`src/rtl/axisv_pkg.sv`:
```
`default_nettype none
// +----------------------------------------------------------------------+
// | axisv_pkg : shared FSM state type and raster timing helpers          |
// | Revision  : 1.0                                                      |
// +----------------------------------------------------------------------+
package axisv_pkg;

  typedef enum logic [1:0] {
    WAIT = 2'd0,
    RUN  = 2'd1,
    SYNC = 2'd2
  } lcd_state_e;

  function automatic int unsigned lcd_total(input int unsigned active_cnt,
                                            input int unsigned fp,
                                            input int unsigned sync_w,
                                            input int unsigned bp);
    return active_cnt + fp + sync_w + bp;
  endfunction

endpackage
`default_nettype wire

```
`src/rtl/axisv_lcd_out_if.sv`:
```
`default_nettype none
// +----------------------------------------------------------------------+
// | axisv_lcd_out_if : AXI4-Stream pixel bus (tuser[0] = end of frame)   |
// | Revision         : 1.0                                               |
// +----------------------------------------------------------------------+
interface axisv_lcd_out_if #(
  parameter int unsigned DATA_WIDTH = 18
);
  logic [DATA_WIDTH-1:0] tdata;
  logic                  tvalid;
  logic                  tready;
  logic                  tlast;
  logic [0:0]            tuser;

  modport master (output tdata, output tvalid, output tlast, output tuser, input  tready);
  modport slave  (input  tdata, input  tvalid, input  tlast, input  tuser, output tready);
endinterface
`default_nettype wire

```
`src/rtl/axisv_lcd_timing.sv`:
```
`default_nettype none
// +----------------------------------------------------------------------+
// | axisv_lcd_timing : free-running h/v raster counters and decodes      |
// | Revision         : 1.0                                               |
// +----------------------------------------------------------------------+
module axisv_lcd_timing
  import axisv_pkg::*;
#(
  parameter int unsigned H_PIXEL_COUNT = 480,
  parameter int unsigned V_PIXEL_COUNT = 272,
  parameter int unsigned H_FP          = 2,
  parameter int unsigned H_SYNC        = 41,
  parameter int unsigned H_BP          = 2,
  parameter int unsigned V_FP          = 2,
  parameter int unsigned V_SYNC        = 10,
  parameter int unsigned V_BP          = 2
) (
  input  logic aclk_i,
  input  logic rst_ni,
  output logic active_o,
  output logic hsync_o,
  output logic vsync_o,
  output logic frame_start_o,
  output logic frame_req_o,
  output logic last_col_o,
  output logic last_row_o
);

  localparam int unsigned H_TOTAL = lcd_total(H_PIXEL_COUNT, H_FP, H_SYNC, H_BP);
  localparam int unsigned V_TOTAL = lcd_total(V_PIXEL_COUNT, V_FP, V_SYNC, V_BP);
  localparam int          HW      = $clog2(H_TOTAL);
  localparam int          VW      = $clog2(V_TOTAL);
  localparam int unsigned HS_BEG  = H_PIXEL_COUNT + H_FP;
  localparam int unsigned HS_END  = H_PIXEL_COUNT + H_FP + H_SYNC;
  localparam int unsigned VS_BEG  = V_PIXEL_COUNT + V_FP;
  localparam int unsigned VS_END  = V_PIXEL_COUNT + V_FP + V_SYNC;

  logic [HW-1:0] h_q, h_d;
  logic [VW-1:0] v_q, v_d;
  logic          h_wrap, v_wrap;
  logic          frame_req_q, frame_req_d;

  always_comb begin
    h_wrap = (h_q == HW'(H_TOTAL - 1));
    v_wrap = (v_q == VW'(V_TOTAL - 1));
    h_d    = h_wrap ? '0 : h_q + HW'(1);
    v_d    = v_q;
    if (h_wrap) begin
      v_d = v_wrap ? '0 : v_q + VW'(1);
    end
    // Decoded one clock early so the registered pulse lands on h==0, v==V_PIXEL_COUNT
    frame_req_d = h_wrap && (v_q == VW'(V_PIXEL_COUNT - 1));
  end

  always_ff @(posedge aclk_i or negedge rst_ni) begin
    if (!rst_ni) begin
      h_q         <= '0;
      v_q         <= '0;
      frame_req_q <= 1'b0;
    end else begin
      h_q         <= h_d;
      v_q         <= v_d;
      frame_req_q <= frame_req_d;
    end
  end

  assign active_o      = (h_q < HW'(H_PIXEL_COUNT)) && (v_q < VW'(V_PIXEL_COUNT));
  assign hsync_o       = (h_q >= HW'(HS_BEG)) && (h_q < HW'(HS_END));
  assign vsync_o       = (v_q >= VW'(VS_BEG)) && (v_q < VW'(VS_END));
  assign frame_start_o = h_wrap && v_wrap;
  assign frame_req_o   = frame_req_q;
  assign last_col_o    = (h_q == HW'(H_PIXEL_COUNT - 1));
  assign last_row_o    = (v_q == VW'(V_PIXEL_COUNT - 1));

endmodule
`default_nettype wire

```
`src/rtl/axisv_lcd_out.sv`:
```
`default_nettype none
// +----------------------------------------------------------------------+
// | axisv_lcd_out : AXI4-Stream to parallel RGB LCD with frame resync    |
// | Optional err_cnt_o output enabled by macro AXISV_LCD_ERRCNT_EN       |
// | Revision      : 1.0                                                  |
// +----------------------------------------------------------------------+
module axisv_lcd_out
  import axisv_pkg::*;
#(
  parameter int unsigned H_PIXEL_COUNT = 480,
  parameter int unsigned V_PIXEL_COUNT = 272,
  parameter int unsigned H_FP          = 2,
  parameter int unsigned H_SYNC        = 41,
  parameter int unsigned H_BP          = 2,
  parameter int unsigned V_FP          = 2,
  parameter int unsigned V_SYNC        = 10,
  parameter int unsigned V_BP          = 2,
  parameter int unsigned DATA_WIDTH    = 18
) (
  input  logic                  aclk_i,
  input  logic                  rst_ni,
  axisv_lcd_out_if.slave        s_axis,
  output logic [DATA_WIDTH-1:0] lcd_data_o,
  output logic                  lcd_de_o,
  output logic                  lcd_hsync_o,
  output logic                  lcd_vsync_o,
  output logic                  frame_req_o,
  output logic                  underflow_o,
  output logic                  framing_err_o
`ifdef AXISV_LCD_ERRCNT_EN
  ,
  output logic [15:0]           err_cnt_o
`endif
);

  localparam logic [1:0] ST_WAIT = WAIT;
  localparam logic [1:0] ST_RUN  = RUN;
  localparam logic [1:0] ST_SYNC = SYNC;

  logic                  active, hsync, vsync, frame_start, last_col, last_row;
  logic [1:0]            state_q, state_d;
  logic [DATA_WIDTH-1:0] data_q, data_d;
  logic                  de_q, hsync_q, vsync_q;
  logic                  underflow_q, underflow_d;
  logic                  framing_q, framing_d;
  logic                  tready;
  logic                  eof_pos;

  axisv_lcd_timing #(
    .H_PIXEL_COUNT(H_PIXEL_COUNT),
    .V_PIXEL_COUNT(V_PIXEL_COUNT),
    .H_FP         (H_FP),
    .H_SYNC       (H_SYNC),
    .H_BP         (H_BP),
    .V_FP         (V_FP),
    .V_SYNC       (V_SYNC),
    .V_BP         (V_BP)
  ) u_timing (
    .aclk_i       (aclk_i),
    .rst_ni       (rst_ni),
    .active_o     (active),
    .hsync_o      (hsync),
    .vsync_o      (vsync),
    .frame_start_o(frame_start),
    .frame_req_o  (frame_req_o),
    .last_col_o   (last_col),
    .last_row_o   (last_row)
  );

  assign eof_pos = last_col && last_row;

  always_comb begin
    state_d     = state_q;
    data_d      = '0;
    underflow_d = 1'b0;
    framing_d   = 1'b0;
    tready      = 1'b0;
    case (state_q)
      ST_WAIT: begin
        if (frame_start) state_d = ST_RUN;
      end
      ST_RUN: begin
        tready = active;
        if (active) begin
          if (s_axis.tvalid) begin
            data_d = s_axis.tdata;
            // A misplaced marker is still shown; only the missing-beat case blanks the pixel
            if ((s_axis.tlast != last_col) || (s_axis.tuser[0] != eof_pos)) begin
              framing_d = 1'b1;
              state_d   = ST_SYNC;
            end else if (eof_pos) begin
              state_d = ST_WAIT;
            end
          end else begin
            underflow_d = 1'b1;
            state_d     = ST_SYNC;
          end
        end
      end
      ST_SYNC: begin
        tready = 1'b1;
        if (s_axis.tvalid && s_axis.tlast && s_axis.tuser[0]) state_d = ST_WAIT;
      end
      default: state_d = ST_WAIT;
    endcase
  end

  always_ff @(posedge aclk_i or negedge rst_ni) begin
    if (!rst_ni) begin
      state_q     <= ST_WAIT;
      data_q      <= '0;
      de_q        <= 1'b0;
      hsync_q     <= 1'b1;
      vsync_q     <= 1'b1;
      underflow_q <= 1'b0;
      framing_q   <= 1'b0;
    end else begin
      state_q     <= state_d;
      data_q      <= data_d;
      de_q        <= active;
      hsync_q     <= ~hsync;
      vsync_q     <= ~vsync;
      underflow_q <= underflow_d;
      framing_q   <= framing_d;
    end
  end

  assign s_axis.tready = tready;
  assign lcd_data_o    = data_q;
  assign lcd_de_o      = de_q;
  assign lcd_hsync_o   = hsync_q;
  assign lcd_vsync_o   = vsync_q;
  assign underflow_o   = underflow_q;
  assign framing_err_o = framing_q;

`ifdef AXISV_LCD_ERRCNT_EN
  logic [15:0] err_cnt_q;

  always_ff @(posedge aclk_i or negedge rst_ni) begin
    if (!rst_ni) begin
      err_cnt_q <= '0;
    end else if ((underflow_d || framing_d) && (err_cnt_q != 16'hFFFF)) begin
      err_cnt_q <= err_cnt_q + 16'd1;
    end
  end

  assign err_cnt_o = err_cnt_q;
`endif

endmodule
`default_nettype wire
```
`src/flat_wrapper.sv`:
```
// flat-port wrapper written by rule: the top's interface ports become plain ports
module axisv_lcd_out_flat import axisv_pkg::*;
#(
  parameter int unsigned H_PIXEL_COUNT = 480,
  parameter int unsigned V_PIXEL_COUNT = 272,
  parameter int unsigned H_FP          = 2,
  parameter int unsigned H_SYNC        = 41,
  parameter int unsigned H_BP          = 2,
  parameter int unsigned V_FP          = 2,
  parameter int unsigned V_SYNC        = 10,
  parameter int unsigned V_BP          = 2,
  parameter int unsigned DATA_WIDTH    = 18
)
  (aclk_i, rst_ni, lcd_data_o, lcd_de_o, lcd_hsync_o, lcd_vsync_o, frame_req_o, underflow_o, framing_err_o, s_axis_tdata, s_axis_tvalid, s_axis_tlast, s_axis_tuser, s_axis_tready);
  axisv_lcd_out_if #(.DATA_WIDTH(DATA_WIDTH)) s_axis_i ();
  input  logic aclk_i;
  input  logic rst_ni;
  output logic [DATA_WIDTH-1:0] lcd_data_o;
  output logic lcd_de_o;
  output logic lcd_hsync_o;
  output logic lcd_vsync_o;
  output logic frame_req_o;
  output logic underflow_o;
  output logic framing_err_o;
  input wire logic [$bits(s_axis_i.tdata)-1:0] s_axis_tdata;
  input wire logic [$bits(s_axis_i.tvalid)-1:0] s_axis_tvalid;
  input wire logic [$bits(s_axis_i.tlast)-1:0] s_axis_tlast;
  input wire logic [$bits(s_axis_i.tuser)-1:0] s_axis_tuser;
  output wire logic [$bits(s_axis_i.tready)-1:0] s_axis_tready;
  assign s_axis_i.tdata = s_axis_tdata;
  assign s_axis_i.tvalid = s_axis_tvalid;
  assign s_axis_i.tlast = s_axis_tlast;
  assign s_axis_i.tuser = s_axis_tuser;
  assign s_axis_tready = s_axis_i.tready;
  axisv_lcd_out #(.H_PIXEL_COUNT(H_PIXEL_COUNT), .V_PIXEL_COUNT(V_PIXEL_COUNT), .H_FP(H_FP), .H_SYNC(H_SYNC), .H_BP(H_BP), .V_FP(V_FP), .V_SYNC(V_SYNC), .V_BP(V_BP), .DATA_WIDTH(DATA_WIDTH)) u_core (.aclk_i(aclk_i), .rst_ni(rst_ni), .s_axis(s_axis_i), .lcd_data_o(lcd_data_o), .lcd_de_o(lcd_de_o), .lcd_hsync_o(lcd_hsync_o), .lcd_vsync_o(lcd_vsync_o), .frame_req_o(frame_req_o), .underflow_o(underflow_o), .framing_err_o(framing_err_o));
endmodule
```
`config.mk`:
```
export PLATFORM = sky130hd
export DESIGN_NAME = axisv_lcd_out_flat
export DESIGN_NICKNAME = d
export VERILOG_FILES = /design/src/rtl/axisv_pkg.sv /design/src/rtl/axisv_lcd_out_if.sv /design/src/rtl/axisv_lcd_timing.sv /design/src/rtl/axisv_lcd_out.sv /design/src/flat_wrapper.sv
export SDC_FILE = /design/constraint.sdc
export NUM_CORES = 1
export LEC_CHECK = 0
export BUFFER_PORTS_ARGS = -buffer_cell sky130_fd_sc_hd__buf_2
export CORE_UTILIZATION = 35
export CTS_BUF_LIST = sky130_fd_sc_hd__clkbuf_4
export DETAILED_ROUTE_END_ITERATION = 12
export GPL_TIMING_DRIVEN = 1
export PLACE_DENSITY = 0.65
export SYNTH_ARGS = -nofsm -noshare
export SYNTH_HDL_FRONTEND = slang
export SYNTH_SLANG_ARGS = --single-unit
export TNS_END_PERCENT = 10
```
`constraint.sdc`:
```
create_clock -name aclk_i -period 3.6 [get_ports aclk_i]
set_clock_uncertainty 0.15 [all_clocks]
set_input_delay 0.54 -clock aclk_i [delete_from_list [all_inputs] [get_ports aclk_i]]
set_output_delay 0.54 -clock aclk_i [all_outputs]
set_load 0.1 [all_outputs]
```
* Word level (Yosys, flattened, before mapping)
Index checks and enable logic that the tools add are counted.
** Storage, ports and cells
- Flip-flop bits (word level) :: 45
- Output and inout port bits :: 25
- Bits of input ports :: 23
- Word-level logic and storage cells :: 63
** Cells by class
- Add/subtract/negate cells :: 2
- Reduce and logical (&&, ||, !) cells :: 11
- Magnitude comparators :: 6
- Bitwise logic cells :: 2
- Mux-type cells :: 20
- Eq/ne operators :: 12
** Operator list (number)
- $mux W18 :: 3
- $eq A9 B9 Y1 const B :: 2
- $lt A9 B9 Y1 const B :: 2
- $mux W2 :: 6
- $add A10 B1 Y10 const B :: 1
- $eq A10 B10 Y1 const B :: 1
- $eq A10 B9 Y1 const B :: 1
- $ge A10 B9 Y1 const B :: 1
- $lt A10 B10 Y1 const B :: 1
- $lt A10 B9 Y1 const B :: 1
- $mux W10 :: 1
- $add A9 B1 Y9 const B :: 1
- $ge A9 B9 Y1 const B :: 1
- $mux W9 :: 1
- $logic_and A1 B1 Y1 :: 8
- $mux W1 :: 7
- $ne A2 B1 Y1 const B :: 3
- $pmux W2 S3 :: 1
- $ne A4 B2 Y1 const B :: 1
- $reduce_and A4 Y1 :: 1
- $eq A2 B1 Y1 const B :: 1
- $eq A2 B2 Y1 const B :: 1
- $logic_not A2 Y1 :: 1
- $ne A1 B1 Y1 :: 2
- other kinds (3) :: 4

* Depth between registers and ports, before layout
Gate-level depths: netlist of the first run.
- Word-level depth :: 8
- Gate-level depth with buffers :: 7
- Gate-level depth less buffers :: 7

* By module
From an unflattened synthesis of the first run, not the netlist that was laid out.
** Unflattened totals
- Cell total of the unflattened synthesis :: 186
- Area total of the unflattened synthesis :: 2075.7 um2
** By module, submodules not included
- axisv_lcd_timing :: seq. area each 500.5 um2, cells each 108, area an instance 1109.8 um2, times used 1
- axisv_lcd_out :: seq. area each 628.1 um2, cells each 78, area an instance 965.9 um2, times used 1

* Worst setup path after synthesis of the first run
OpenSTA, ideal clock, no wires.
- Path kind :: register to output
- From :: reg u_core.u_timing.v_q[5]
- To :: out s_axis_tready
- Data required time :: 2.910 ns
- Cell stages (with the launch flop) :: 5
- Slack :: 0.222 ns
- Arrival time :: 2.688 ns
- Path buffers :: 0
- Cells stage by stage :: dfrtp_1 > or4_4 > a211oi_4 > a21oi_1 > nor2b_1
** Between the ends
- Word-level cells in the longest chain between the ends :: 3
** RTL lines
- start: declaration :: RTL line axisv_lcd_timing.sv:39 : logic [VW-1:0] v_q, v_d;
- start signal: assignment :: RTL line axisv_lcd_timing.sv:62 : v_q <= v_d;
- $lt A9 B9 Y1 :: RTL line axisv_lcd_timing.sv:67 : assign active_o = (h_q < HW'(H_PIXEL_COUNT)) && (v_q < VW'(V_PIXEL_COUNT));
- $logic_and A1 B1 Y1 :: RTL line axisv_lcd_timing.sv:67
- via u_core.active :: RTL line axisv_lcd_out.sv:40 : logic active, hsync, vsync, frame_start, last_col, last_row;
- $pmux W1 S2 :: RTL line axisv_lcd_out.sv:78 : case (state_q)
- end: declaration :: RTL line flat_wrapper.sv:29 : output wire logic [$bits(s_axis_i.tready)-1:0] s_axis_tready;
The timed path passes the listed nets, and every way through them passes these cells.

* Worst setup path in the final report of the first run
Same ends and word-level chain as after synthesis.

==> impl_metrics.ini, run 1 <==
[outcome]
run_status = complete, no violations

[worst_setup_path]
cp_data_required_time_ns = 2.91
critical_path.reg2reg.startpoint = u_core.u_timing.v_q[5]
critPathCaptureType = output pin
number_of_buffer_and_inverter_instances_along_the_worst_setup_path = 1
critPathKind = flip-flop to output pin
maximum_cell_stage_delay_along_the_critical_path_ns = 0.55
crit_path_top_delay_cell = sky130_fd_sc_hd__or4_4
timing.reg2reg.worst_path_depth = 5
timing.critical_path.fanout_max = 8
critical_path.reg2reg.endpoint = u_core.framing_err_o
critical_path.cell_chain = or4_4, a211oi_4, a21oi_1, nor2b_1, buf_2
critical_path_launch_point_type = flip-flop
setup.reg_to_reg.worst_slack_ns = 1.22
worst_path_dominant_cell_family = simple AND/OR/NAND/NOR gates
cp.arrival_ns = 2.35

[clock_tree]
ctsLongestPathBuffers = 2
clk-insertion-delay-late_ns = 0.37
holdBufCountCts = 0
cts_htree_levels = 2
clock_tree.root_cell = sky130_fd_sc_hd__clkbuf_4
cts_setup_buffers = 0
clock_sink_count = 45
numCtsBuffers = 5
cts_resized = 0
tritoncts_clock_tree = done
clk_pin_slew_ns = 0.13

[synth]
synthesis.instances = 195
yosysWarnings = 0
edff_count_synth = 0
synth_largest_area_cell = sky130_fd_sc_hd__dfrtp_1
synth.cell_area_um2 = 2060
netlist.area_leader.share = 0.521
synth_fp_nets = 225
sequential_to_total_area_share_from_yosys_stat = 0.547
syn-mean-instance-area_um2 = 10.6
synthDistinctLibCells = 35
netlist_top_cells_area = sky130_fd_sc_hd__dfrtp_1 (52%), sky130_fd_sc_hd__and2_1 (6.4%), sky130_fd_sc_hd__ha_1 (4.2%), sky130_fd_sc_hd__o21ai_0 (3.9%), sky130_fd_sc_hd__dfstp_2 (2.5%)
synth_async_sr_flop_share = 1.00
synth-main-ff-cell = sky130_fd_sc_hd__dfrtp_1
yosys_register_bits = 45

[sta]
rsz0062_at_grt = no
worst_pin_slew_ns = 0.963
fin_crit_share = 0.844
setup_viol_count_final = 0
maxSlewHeadroom = 0.358
setup_total_negative_slack_ns = 0
period_minus_slack_ns = 3.04
hold_viol = 0
maxClockFrequency_mhz = 329
drv_slew = 0

[flow_run]
maxCapViolations = 0

[placed_design]
hpwlAfterDp_mm = 2.65
post-place-cells = 309
finalWeightedCongestion = 0.798
io_buffer_count = 47

[floorplanning]
start_util = 0.368
design.die.area_um2 = 6210
floorplan.rows = 27
ioPinCount = 48
design.core.area_um2 = 5610
chipWidth_um = 78.8
floorplan.die.height_um = 78.8

[cells_and_area]
antennaDiodeCount = 0
final_layout_size_suffix_gt1_frac = 0.257
multi_input_comb_area_um2 = 853
stdcell_count = 317
nNetsFinal = 274
area_growth_syn_to_layout_pct = 17.3
filler_instances = 535
sequential_cell_area_um2 = 1130

[power_and_ir_drop]
power_density_nw_per_um2 = 335
power.ir.vdd_worst_uv = 139
static-leakage-power_nw = 1.18

[detailed_routing]
detail_route.drc_violations = 0
total_routed_wirelength_mm = 3.75
drt.antenna.violating_nets = 0
average_routed_wire_per_standard_cell_um = 11.8
dr.first_iter.drc_count = 98
drt_pre_antenna_iters = 5
via_per_inst = 4.86
detailroute.via_count = 1540

[global_route]
grt_antenna_before_repair = 0
global_route_wire_length_before_repair_mm = 6.42
first_global_vias = 1346
grt_util_all_layers = 0.133
global_route.overflow_total = 0
maximum_number_of_pins_on_one_net_before_global_route_repair = 46

[hold_path]
worst_hold_path_type = input port to async pin
-- cells in the mapped netlist (3+ instances only) --
library cell	instances
sky130_fd_sc_hd__dfrtp_1	43
sky130_fd_sc_hd__and2_1	21
sky130_fd_sc_hd__o21ai_0	16
sky130_fd_sc_hd__nor2_1	13
sky130_fd_sc_hd__inv_1	11
sky130_fd_sc_hd__nand2_1	11
sky130_fd_sc_hd__nand3_1	9
sky130_fd_sc_hd__ha_1	7
sky130_fd_sc_hd__a31oi_1	6
sky130_fd_sc_hd__and3_1	5
sky130_fd_sc_hd__xnor2_1	5
sky130_fd_sc_hd__clkbuf_1	4
sky130_fd_sc_hd__nand4_1	4
sky130_fd_sc_hd__nor4_1	4
sky130_fd_sc_hd__xor2_1	4
sky130_fd_sc_hd__and4_1	3
sky130_fd_sc_hd__nor3_1	3
-- worst register-to-register path, cell delays in order, from the launching register on --
cell and delay (ns):
sky130_fd_sc_hd__dfrtp_1 0.47, sky130_fd_sc_hd__or4_4 0.56, sky130_fd_sc_hd__a211oi_4 0.32, sky130_fd_sc_hd__and3_1 0.54, sky130_fd_sc_hd__inv_2 0.04, sky130_fd_sc_hd__a311oi_1 0.21
-- metrics by stage --
step	instance area [µm²]	setup WS [ns]	hold slack [ns]	util	power, W
after floorplan	2060	0.222	0.0944	-	0.000542
after global placement	2360	0.951	0.342	0.421	0.000570
after detailed placement	2360	0.964	0.345	0.421	0.000569
after CTS	2420	0.538	0.180	0.432	0.000825
after global routing	2420	0.446	0.192	0.432	0.000854
final	2420	0.560	0.165	0.432	0.000811
-- report_power, final --
part           switching, W  leakage, nW  internal (W)
clock              0.000171       0.0318     0.0000797
sequential       0.00000140        0.602      0.000508
combinational     0.0000316        0.546     0.0000191
total              0.000204         1.18      0.000607
-- layer usage --
| metal | GRT usage | part of all wire | up-vias |
|---|---|---|---|
| met1 | 0.186 | 0.50 | 699 |
| met3 | 0.0391 | 0.076 | 7 |
| met2 | 0.189 | 0.40 | 57 |
| met5 | 0 | 0 | - |
| met4 | 0.0611 | 0.018 | 0 |
| li1 | - | - | 777 |
-- worst max path at each step --
stage | startpoint | to | cells past startpoint
4_1_cts | u_core.u_timing.v_q[5] | s_axis_tready | 5
3_3_place_gp | u_core.u_timing.v_q[5] | s_axis_tready | 5
3_5_place_dp | u_core.u_timing.v_q[5] | s_axis_tready | 5
5_1_grt | u_core.u_timing.v_q[5] | s_axis_tready | 5
2_1_floorplan | u_core.u_timing.v_q[5] | s_axis_tready | 4
6_report | u_core.u_timing.v_q[5] | s_axis_tready | 5
-- registers in the layout, summed over array words and instances (netlist names) --
name and cells:
u_core.state_q 2, u_core.lcd_vsync_o 1, u_core.u_timing.frame_req_o 1, u_core.lcd_de_o 1
u_core.lcd_hsync_o 1, u_core.framing_err_o 1, u_core.u_timing.h_q 10, u_core.u_timing.v_q 9
u_core.lcd_data_o 18, u_core.underflow_o 1
-- cells in the final DEF (no fill, tap or decap), drive strengths merged, types with 5 or more instances in the layout --
master | synthesis | final
nand3 | 9 | 9
inv | 12 | 13
o21ai | 16 | 16
clkbuf | 4 | 5
a31oi | 6 | 6
nand2 | 11 | 11
xnor2 | 5 | 5
nor2 | 13 | 13
buf | 2 | 48
ha | 7 | 7
dfrtp | 43 | 43
and3 | 5 | 5
and2 | 21 | 21
-- cell type report --
| cell class | instances | area share |
|---|---|---|
| Sequential cell | 45 | 0.466 |
| Inverter | 12 | 0.0186 |
| Tap cell | 72 | 0.0372 |
| Multi-Input combinational cell | 132 | 0.352 |
| Timing Repair Buffer | 48 | 0.100 |
| Clock buffer | 5 | 0.0155 |
| Clock inverter | 3 | 0.0103 |
-- cells by family after synthesis --
logic type / share of synthesized area
xor gates and xnor gates: 0.0382
adders and majority gates: 0.0424
AOI/OAI and AO/OA: 0.0982
and+or+nand+nor: 0.225
muxes: 0.00970
buffers and inverters: 0.0400
DFF: 0.547
(Power assumes the default switching activity.)
==> run 2, diff against run 1 <==
Clock period 3.6 ns to 3.1 ns, I/O delays scaled along.
==> impl_metrics.ini, run 2 (synthesis gave the netlist of run 1 again) <==
[outcome]
run_status = complete, no violations

[global_route]
grt_antenna_before_repair = 0
maximum_number_of_pins_on_one_net_before_global_route_repair = 46
global_route.overflow_total = 0
first_global_vias = 1472
global_route_wire_length_before_repair_mm = 6.71
grt_util_all_layers = 0.139

[floorplanning]
ioPinCount = 48
floorplan.die.height_um = 78.8
floorplan.rows = 27
start_util = 0.368
design.die.area_um2 = 6210
design.core.area_um2 = 5610
chipWidth_um = 78.8

[sta]
worst_pin_slew_ns = 0.943
maxSlewHeadroom = 0.371
finalWorstSetupSlack_ns = 0.139
period_minus_slack_ns = 2.96
rsz0062_at_grt = no
setup_total_negative_slack_ns = 0
maxClockFrequency_mhz = 338
fin_crit_share = 0.955
setup_viol_count_final = 0
hold_viol = 0
drv_slew = 0

[worst_setup_path]
worstSetupEndpoint = s_axis_tready
critPathCaptureType = output pin
cp.arrival_ns = 2.35
timing.reg2reg.worst_path_depth = 5
critPathKind = flip-flop to output pin
critical_path.reg2reg.endpoint = u_core.framing_err_o
setup.reg_to_reg.worst_slack_ns = 0.78
timing.critical_path.fanout_max = 8
critical_path.reg2reg.startpoint = u_core.u_timing.v_q[5]
critical_path_launch_point_type = flip-flop
cp_data_required_time_ns = 2.48
crit_path_start = u_core.u_timing.v_q[5]

[detailed_routing]
total_routed_wirelength_mm = 3.95
dr.max_layer_used = met4
average_routed_wire_per_standard_cell_um = 12.4
detailroute.via_count = 1566
drt_pre_antenna_iters = 4
detail_route.drc_violations = 0
drt.antenna.violating_nets = 0
via_per_inst = 4.91
dr.first_iter.drc_count = 65
m1WireLength_mm = 1.91
met2RoutedLength_mm = 1.67
routed-wl-met3_um = 318

[clock_tree]
numCtsBuffers = 5
clock_tree.root_cell = sky130_fd_sc_hd__clkbuf_4
cts_htree_levels = 2
clk_pin_slew_ns = 0.13
cts_resized = 0
tritoncts_clock_tree = done
clk-insertion-delay-late_ns = 0.35
clock_sink_count = 45
cts_setup_buffers = 0
ctsLongestPathBuffers = 2
holdBufCountCts = 0

[cells_and_area]
final_layout_size_suffix_gt1_frac = 0.263
nNetsFinal = 276
area_growth_syn_to_layout_pct = 19.0
antennaDiodeCount = 0
layout_common_cells = sky130_fd_sc_hd__buf_2 (47), sky130_fd_sc_hd__dfrtp_1 (43), sky130_fd_sc_hd__and2_1 (21)
largest_register_ff_count = 18
layout.cells.most_common = sky130_fd_sc_hd__buf_2

[hold_path]
worst_hold_path_type = input port to async pin

[power_and_ir_drop]
power.ir.vdd_worst_uv = 173
power_density_nw_per_um2 = 407
static-leakage-power_nw = 1.20
fin_total_pwr_w = 0.00100

[placed_design]
hpwlAfterDp_mm = 2.81
io_buffer_count = 47
pre_cts_slack_ns = 0.521
finalWeightedCongestion = 0.793

[flow_run]
maxCapViolations = 0
-- run 2: routing by layer --
layer  global-route usage  vias to the layer above
li1                     -                      778
met1                0.177                      725
met2                0.219                       57
met3               0.0483                        6
met4               0.0444                        0
met5                    0                        -
-- run 2: critical path, cell delays in order (launching register included) --
cell and delay, ns:
sky130_fd_sc_hd__dfrtp_1 0.47, sky130_fd_sc_hd__or4_4 0.56, sky130_fd_sc_hd__a211oi_4 0.32, sky130_fd_sc_hd__a21oi_1 0.12
sky130_fd_sc_hd__nor2b_2 0.11, sky130_fd_sc_hd__buf_2 0.42
-- run 2: area by class of cell --
type                            count  area, µm²
Timing Repair Buffer               50        258
Inverter                           12       45.0
Fill cell                         563       3150
Multi-Input combinational cell    132        856
Tap cell                           72       90.1
Clock buffer                        5       37.5
Sequential cell                    45       1130
Clock inverter                      3       41.3
-- run 2: worst min-delay path by stage --
stage                     slack [ns]                     endpoint  cells after the start              startpoint
after floorplan                 0.02         u_core.framing_err_o                      0                  rst_ni
after global placement          0.35       u_core.u_timing.h_q[0]                      1  u_core.u_timing.h_q[0]
after detailed placement        0.35       u_core.u_timing.h_q[0]                      1  u_core.u_timing.h_q[0]
after CTS                       0.13  u_core.u_timing.frame_req_o                      1                  rst_ni
after global routing            0.14         u_core.lcd_data_o[5]                      2         s_axis_tdata[5]
final                            0.1         u_core.lcd_data_o[0]                      1                  rst_ni
-- run 2: per-stage QoR --
step                hold slack (ns)  instance area (µm²)  std cells   util
finish                       0.0976                 2460        319  0.438
global route                  0.138                 2460        319  0.438
CTS                           0.132                 2460        319  0.438
detailed placement            0.352                 2380        311  0.424
global placement              0.348                 2380        311  0.424
floorplan                    0.0194                 2070        195      -
-- run 2: power breakdown --
part / internal, W / total, W / switching [W]
Sequential: 0.000590 / 0.000592 / 0.00000178
Clock: 0.000167 / 0.000351 / 0.000184
Combinational: 0.0000225 / 0.0000582 / 0.0000357
